[src/rtl/uart_tx_serializer.sv]
// UART transmitter: pops bytes from the TX FIFO and serializes them as start/data/[parity]/stop frames.
// Define UART_TX_PARITY_EN to add the parity_en/parity_odd ports and the PARITY bit.
module uart_tx_serializer #(
  parameter int DATA_WIDTH = 8,
  parameter int DIV_WIDTH  = 16
) (
  input  logic                  clk,
  input  logic                  rst_n,
  input  logic                  tx_enable,
  input  logic [DIV_WIDTH-1:0]  baud_div,
  input  logic                  stop2,
`ifdef UART_TX_PARITY_EN
  input  logic                  parity_en,
  input  logic                  parity_odd,
`endif
  output logic                  fifo_rd_en,
  input  logic [DATA_WIDTH-1:0] fifo_rd_data,
  input  logic                  fifo_empty,
  output logic                  txd,
  output logic                  busy
);
  localparam int CNT_W = (DATA_WIDTH > 1) ? $clog2(DATA_WIDTH) : 1;
  localparam logic [CNT_W-1:0] LAST_BIT = CNT_W'(DATA_WIDTH - 1);

  typedef enum logic [2:0] {
    IDLE, FETCH, LOAD, START, DATA,
`ifdef UART_TX_PARITY_EN
    PARITY,
`endif
    STOP
  } state_t;

  state_t                state;
  logic [DATA_WIDTH-1:0] shreg;
  logic [CNT_W-1:0]      bit_cnt;
  logic [DIV_WIDTH-1:0]  div_cnt;
  logic [DIV_WIDTH-1:0]  div_q;
  logic                  stop2_q;
  logic                  stop_sec;
`ifdef UART_TX_PARITY_EN
  logic                  par_en_q;
  logic                  par_bit;
`endif

  logic can_fetch, bit_end;
  assign can_fetch = tx_enable && !fifo_empty;
  assign bit_end   = (div_cnt == '0);

  always_ff @(posedge clk or negedge rst_n) begin
    if (!rst_n) begin
      state      <= IDLE;
      txd        <= 1'b1;
      busy       <= 1'b0;
      fifo_rd_en <= 1'b0;
      shreg      <= '0;
      bit_cnt    <= '0;
      div_cnt    <= '0;
      div_q      <= '0;
      stop2_q    <= 1'b0;
      stop_sec   <= 1'b0;
`ifdef UART_TX_PARITY_EN
      par_en_q   <= 1'b0;
      par_bit    <= 1'b0;
`endif
    end else begin
      fifo_rd_en <= 1'b0;
      case (state)
        IDLE: if (can_fetch) begin
          state      <= FETCH;
          fifo_rd_en <= 1'b1;
          busy       <= 1'b1;
        end
        FETCH: state <= LOAD;
        LOAD: begin
          // Frame configuration is frozen here so mid-frame edits only affect the next frame.
          shreg   <= fifo_rd_data;
          div_q   <= baud_div;
          div_cnt <= baud_div;
          stop2_q <= stop2;
`ifdef UART_TX_PARITY_EN
          par_en_q <= parity_en;
          par_bit  <= (^fifo_rd_data) ^ parity_odd;
`endif
          txd     <= 1'b0;
          state   <= START;
        end
        START: if (!bit_end) div_cnt <= div_cnt - DIV_WIDTH'(1);
        else begin
          div_cnt <= div_q;
          bit_cnt <= '0;
          txd     <= shreg[0];
          shreg   <= shreg >> 1;
          state   <= DATA;
        end
        DATA: if (!bit_end) div_cnt <= div_cnt - DIV_WIDTH'(1);
        else begin
          div_cnt <= div_q;
          if (bit_cnt == LAST_BIT) begin
`ifdef UART_TX_PARITY_EN
            if (par_en_q) begin
              txd   <= par_bit;
              state <= PARITY;
            end else
`endif
            begin
              txd      <= 1'b1;
              stop_sec <= 1'b0;
              state    <= STOP;
            end
          end else begin
            bit_cnt <= bit_cnt + CNT_W'(1);
            txd     <= shreg[0];
            shreg   <= shreg >> 1;
          end
        end
`ifdef UART_TX_PARITY_EN
        PARITY: if (!bit_end) div_cnt <= div_cnt - DIV_WIDTH'(1);
        else begin
          div_cnt  <= div_q;
          txd      <= 1'b1;
          stop_sec <= 1'b0;
          state    <= STOP;
        end
`endif
        STOP: if (!bit_end) div_cnt <= div_cnt - DIV_WIDTH'(1);
        else if (stop2_q && !stop_sec) begin
          stop_sec <= 1'b1;
          div_cnt  <= div_q;
        end else if (can_fetch) begin
          state      <= FETCH;
          fifo_rd_en <= 1'b1;
        end else begin
          state <= IDLE;
          busy  <= 1'b0;
        end
        default: begin
          state <= IDLE;
          txd   <= 1'b1;
          busy  <= 1'b0;
        end
      endcase
    end
  end

endmodule
[config.mk]
export PLATFORM = sky130hd
export DESIGN_NAME = uart_tx_serializer
export DESIGN_NICKNAME = d
export VERILOG_FILES = /design/src/rtl/uart_tx_serializer.sv
export SDC_FILE = /design/constraint.sdc
export NUM_CORES = 1
export LEC_CHECK = 0
export ABC_CLOCK_PERIOD_IN_PS = 7020
export CAP_MARGIN = 40
export CORE_UTILIZATION = 35
export CTS_CLUSTER_DIAMETER = 40
export DETAILED_ROUTE_END_ITERATION = 10
export GPL_TIMING_DRIVEN = 0
export PLACE_DENSITY = 0.58
export SLEW_MARGIN = 0
export SYNTH_ARGS = -nofsm -noshare
export SYNTH_HDL_FRONTEND = slang
export SYNTH_SLANG_ARGS = --single-unit
[constraint.sdc]
create_clock -name clk -period 7.02 [get_ports clk]
set_input_delay 0.702 -clock clk [delete_from_list [all_inputs] [get_ports clk]]
set_output_delay 0.702 -clock clk [all_outputs]
set_load 0.03 [all_outputs]
==> reports/results.txt <==
The antenna diode instance count was 0; the average cell area after synthesis was 8.948 um2. The flow ran to the end, and the final reports show no timing, DRC or antenna violations. The detailed-placement wirelength estimate was 5347 um. STA classifies the critical path startpoint as a flop. Overall via count from detail_route: 2495. For this design the ratio of total power to cell area is 276.5 mW/mm2. Counting cells, the worst reg-to-reg path comes to 8.

The overall power after layout was 0.9668 mW. The signal on the critical path passes through or4_4 -> or4_1 -> buf_2 -> or2_4 -> buf_6 -> nor2_4 -> a21oi_1 -> mux2_2. In this design, the stage delay of the slowest critical-path cell is 590 ps.

The setup check on the worst reg-to-reg path leaves a slack of 4100 ps. The core region is 0.007888 mm2. The run gives 7220 ps as the data required time at the worst endpoint. By area, the combinational part of the netlist is dominated by simple AND/OR/NAND/NOR gates. The proportion of netlist area held by the largest area contributor was 43.16%. In the finished design, the share of the clock period the worst path needs comes to 41.65%.

At the pin with the least slew margin, the transition time is 702.7 ps. For this run, the post-layout net count is 397. The reported leakage power was 1.522 nW; the total wire length was 7500 um. The pre-CTS worst setup slack was 4154 ps; the number of rows in the core area was 32. The netlist area before placement is 0.002899 mm2.

The final setup skew was 8.759 ps. IR analysis of the VDD net gives a maximum drop of 0.09927 mV. Setup violations remaining at the end of the flow were counted as 0. The tools report the number of global-route vias before repair as 2540. The detail-routed via count per cell is 5.343, and the overall die width is 93.01 um. The proportion of layout cells with a drive suffix above 1 was 10.41%; the max-capacitance violation count was 0. After clock tree synthesis, the clock-pin slew on the worst setup and hold paths is 100 ps. The area added between synthesis and finish was 20.59%.

The number of synthesized register bits was 51; the number of buffers inserted by post-CTS setup repair was 0. In this run, synthesis inferred 0 flip-flops with an integrated enable. The tools report the global-route wire length before repair as 12860 um.

The tools report the number of DRC markers in iteration 0 as 114. The cell family contributing the most delay on the critical path is simple AND/OR/NAND/NOR gates. Once detail routing completed, the nets flagged for antenna violations numbered 0. Minimum clock period after layout: 2924 ps. For the final routed DRC violation total, the log shows 0.

Summed over all failing endpoints, the final setup total negative slack is 0 ps. The clock passes through at most 2 buffers. Of all nets on the critical path, the largest fanout is 10. For this run, the top clock speed supported by timing is 0.3420 GHz.

Global routing consumed, over all layers together, 18.95% of the routing resources. Library cell contributing the largest single delay on the critical path: sky130_fd_sc_hd__or4_4. Counting both buffers and inverters, the worst setup path holds a total of 2. Worst-case setup margin in the final layout: 4096 ps. The synthesized netlist devotes 20.72% of its cell area to simple gates. Count of TritonRoute iterations in the first routing pass: 5. Data arrives at the worst endpoint at 3130 ps. The prevailing post-synth register cell is sky130_fd_sc_hd__dfrtp_1.

The setup path with the least slack is of type reg2reg. For the max-slew violation total from the final report, the log shows 0. The run gives 310 ps as the insertion delay to the later sink of the worst-skew pair. The endpoint of the lowest-slack register-to-register path was div_cnt[3]$_DFFE_PN0P_. The initial core utilization came out at 36.75%.

The number of nets handed over by synthesis was 357. The path class of the tightest hold or removal check is in2async. Measured against its own limit, the worst slew margin works out to 52.84%. The logs give 324 for the synthesized instance count and 0 for the yosys synthesis warning count. Across all hold checks on the routed design, the worst slack comes to 404.4 ps. The number of H-tree levels is 2. The floorplan die height works out to 93.01 um. Yosys attributes the largest share of cell area to sky130_fd_sc_hd__dfrtp_1, sky130_fd_sc_hd__nand2_1, sky130_fd_sc_hd__o21ai_0, sky130_fd_sc_hd__nor2_1, sky130_fd_sc_hd__a21oi_1.

The number of clock buffers inserted by TritonCTS was 5. TritonCTS built the clock tree. STA classifies the critical path endpoint as a flop. Largest area contributor in the synthesized netlist: sky130_fd_sc_hd__dfrtp_1. The fraction of synthesized cell area in xor and xnor cells is 2.719%. The worst register-to-register path begins at div_cnt[7]$_DFFE_PN0P_. The run gives 0.8082 as the final RePlAce weighted congestion. The post-synthesis async set-or-reset flop share came out at 100.0%. The clock root buffer is sky130_fd_sc_hd__clkbuf_8. Setup repair after global routing left no endpoint under its margin. The logs give 55 for the distinct cell type count of the synthesized netlist and 0 for the initial antenna violation count. The count of port buffers added during placement came out at 31. The total overflow left after global routing is 0.

The per-cell routed wire length is 16.06 um. The run gives 44.07% as the post-synthesis sequential area ratio. The die covers 0.008651 mm2. After synthesis, the share of cell area in mux cells is 7.164%.

The share of the core filled with cells was 44.32%. Synthesized-area fraction occupied by ao, oa, aoi and oai cells: 19.46%. The count of cells resized by post-cts repair is 0. The number of buffers inserted for hold repair after clock tree synthesis was 0. Entering global routing, the biggest net connects 27 pins.

Boundary pin count: 32. Summing the areas of all fa, ha and maj instances in the mapped netlist gives 1.726% of the synthesized area. The clock sink total is 51, and the hold violation total from the final report is 0.
## layout make-up
| class | count | area (um2) |
|---|---|---|
| plain buffers | 16 | 78.83 |
| clock buffers | 5 | 68.82 |
| clock inverters | 3 | 67.56 |
| fillers | 776 | 4392 |
| inverters | 11 | 41.29 |
| multi-input cells | 246 | 1501 |
| flip-flops and latches | 51 | 1277 |
| well taps | 102 | 127.6 |
| repair buffers | 33 | 332.8 |
## cells in the final DEF, fill, tap and decap left out, drive strengths merged, types with 4 or more instances in the layout
master         netlist  final
clkbuf              10     15
nor2                30     30
o21ai               26     26
inv                 10     10
ha                   4      4
mux2                12     12
buf                  6      9
dfrtp               50     50
nand3                5      5
mux2i                5      5
nand2               70     70
a21oi               19     19
clkdlybuf4s50        0     30
xor2                 6      6
o22ai                4      4
nor3                 8      8
## through the flow
stage                     instances  cell area (um2)
final                           467             3496
after global routing            467             3496
after CTS                       466             3488
after detailed placement        458             3352
after global placement          457             3337
after floorplan                 324             2899
## cell usage after synthesis, drive strengths merged, types with 2 or more instances
master,count
or2,2
nand2,70
o31a,2
xnor2,3
o221ai,2
clkbuf,10
o41ai,2
nand3,5
o21ai,26
o32ai,2
mux2,12
xor2,6
buf,6
a31oi,3
nor2b,3
nor2,30
or4,2
a211oi,3
nor4b,2
or3,3
o22ai,4
mux2i,5
inv,10
nor3,8
o22a,2
a22o,3
ha,4
o31ai,2
o211ai,3
o32a,2
a21oi,19
a2bb2oi,3
nand2b,3
dfrtp,50
nor4,2
## flip-flops by register name, indices dropped and copies added (netlist names)
name / count
stop_sec: 1
busy: 1
bit_cnt: 3
fifo_rd_en: 1
txd: 1
div_q: 16
div_cnt: 16
shreg: 8
state: 3
stop2_q: 1
## layer usage
metal | up-vias | global-route usage [%] | part of all wire, %
li1 | 1217 | - | -
met1 | 1226 | 26.75 | 50
met2 | 45 | 29.11 | 45
met3 | 7 | 4.065 | 3.4
met4 | 0 | 5.513 | 1.1
met5 | - | 0 | 0
## report_power, final
group,internal (mW),switching [mW],total (mW)
registers,0.378,0.0814,0.460
clock network,0.142,0.107,0.250
logic,0.144,0.113,0.257
## worst reg2reg max path, stage by stage (launching register included)
cell                      delay [ps]
sky130_fd_sc_hd__dfrtp_1         480
sky130_fd_sc_hd__or4_4           590
sky130_fd_sc_hd__or4_1           420
sky130_fd_sc_hd__buf_2           200
sky130_fd_sc_hd__or2_4           290
sky130_fd_sc_hd__buf_6           160
sky130_fd_sc_hd__nor2_4          170
sky130_fd_sc_hd__a21oi_1         190
sky130_fd_sc_hd__mux2_2          330
## cells by family after synthesis
kind of cell / after synthesis
DFF: 51
xor gates and xnor gates: 9
adders and majority gates: 4
AOI/OAI and AO/OA: 84
muxes: 17
buffers and inverters: 27
and+or+nand+nor: 132
## how the worst max path moves through the flow
stage / from / end / slack, ps / cells past startpoint
2_1_floorplan: div_cnt[7]$_DFFE_PN0P_ / shreg[6]$_DFFE_PN0P_ / 4360 / 8
3_3_place_gp: rst_n / bit_cnt[2]$_DFFE_PN0P_ / 3610 / 1
3_5_place_dp: div_cnt[7]$_DFFE_PN0P_ / div_cnt[3]$_DFFE_PN0P_ / 4150 / 8
4_1_cts: div_cnt[7]$_DFFE_PN0P_ / div_cnt[3]$_DFFE_PN0P_ / 4100 / 8
5_1_grt: div_cnt[7]$_DFFE_PN0P_ / div_cnt[0]$_DFFE_PN0P_ / 3940 / 8
6_report: div_cnt[7]$_DFFE_PN0P_ / div_cnt[3]$_DFFE_PN0P_ / 4100 / 8
No activity file was read; power rests on OpenSTA's default activity.
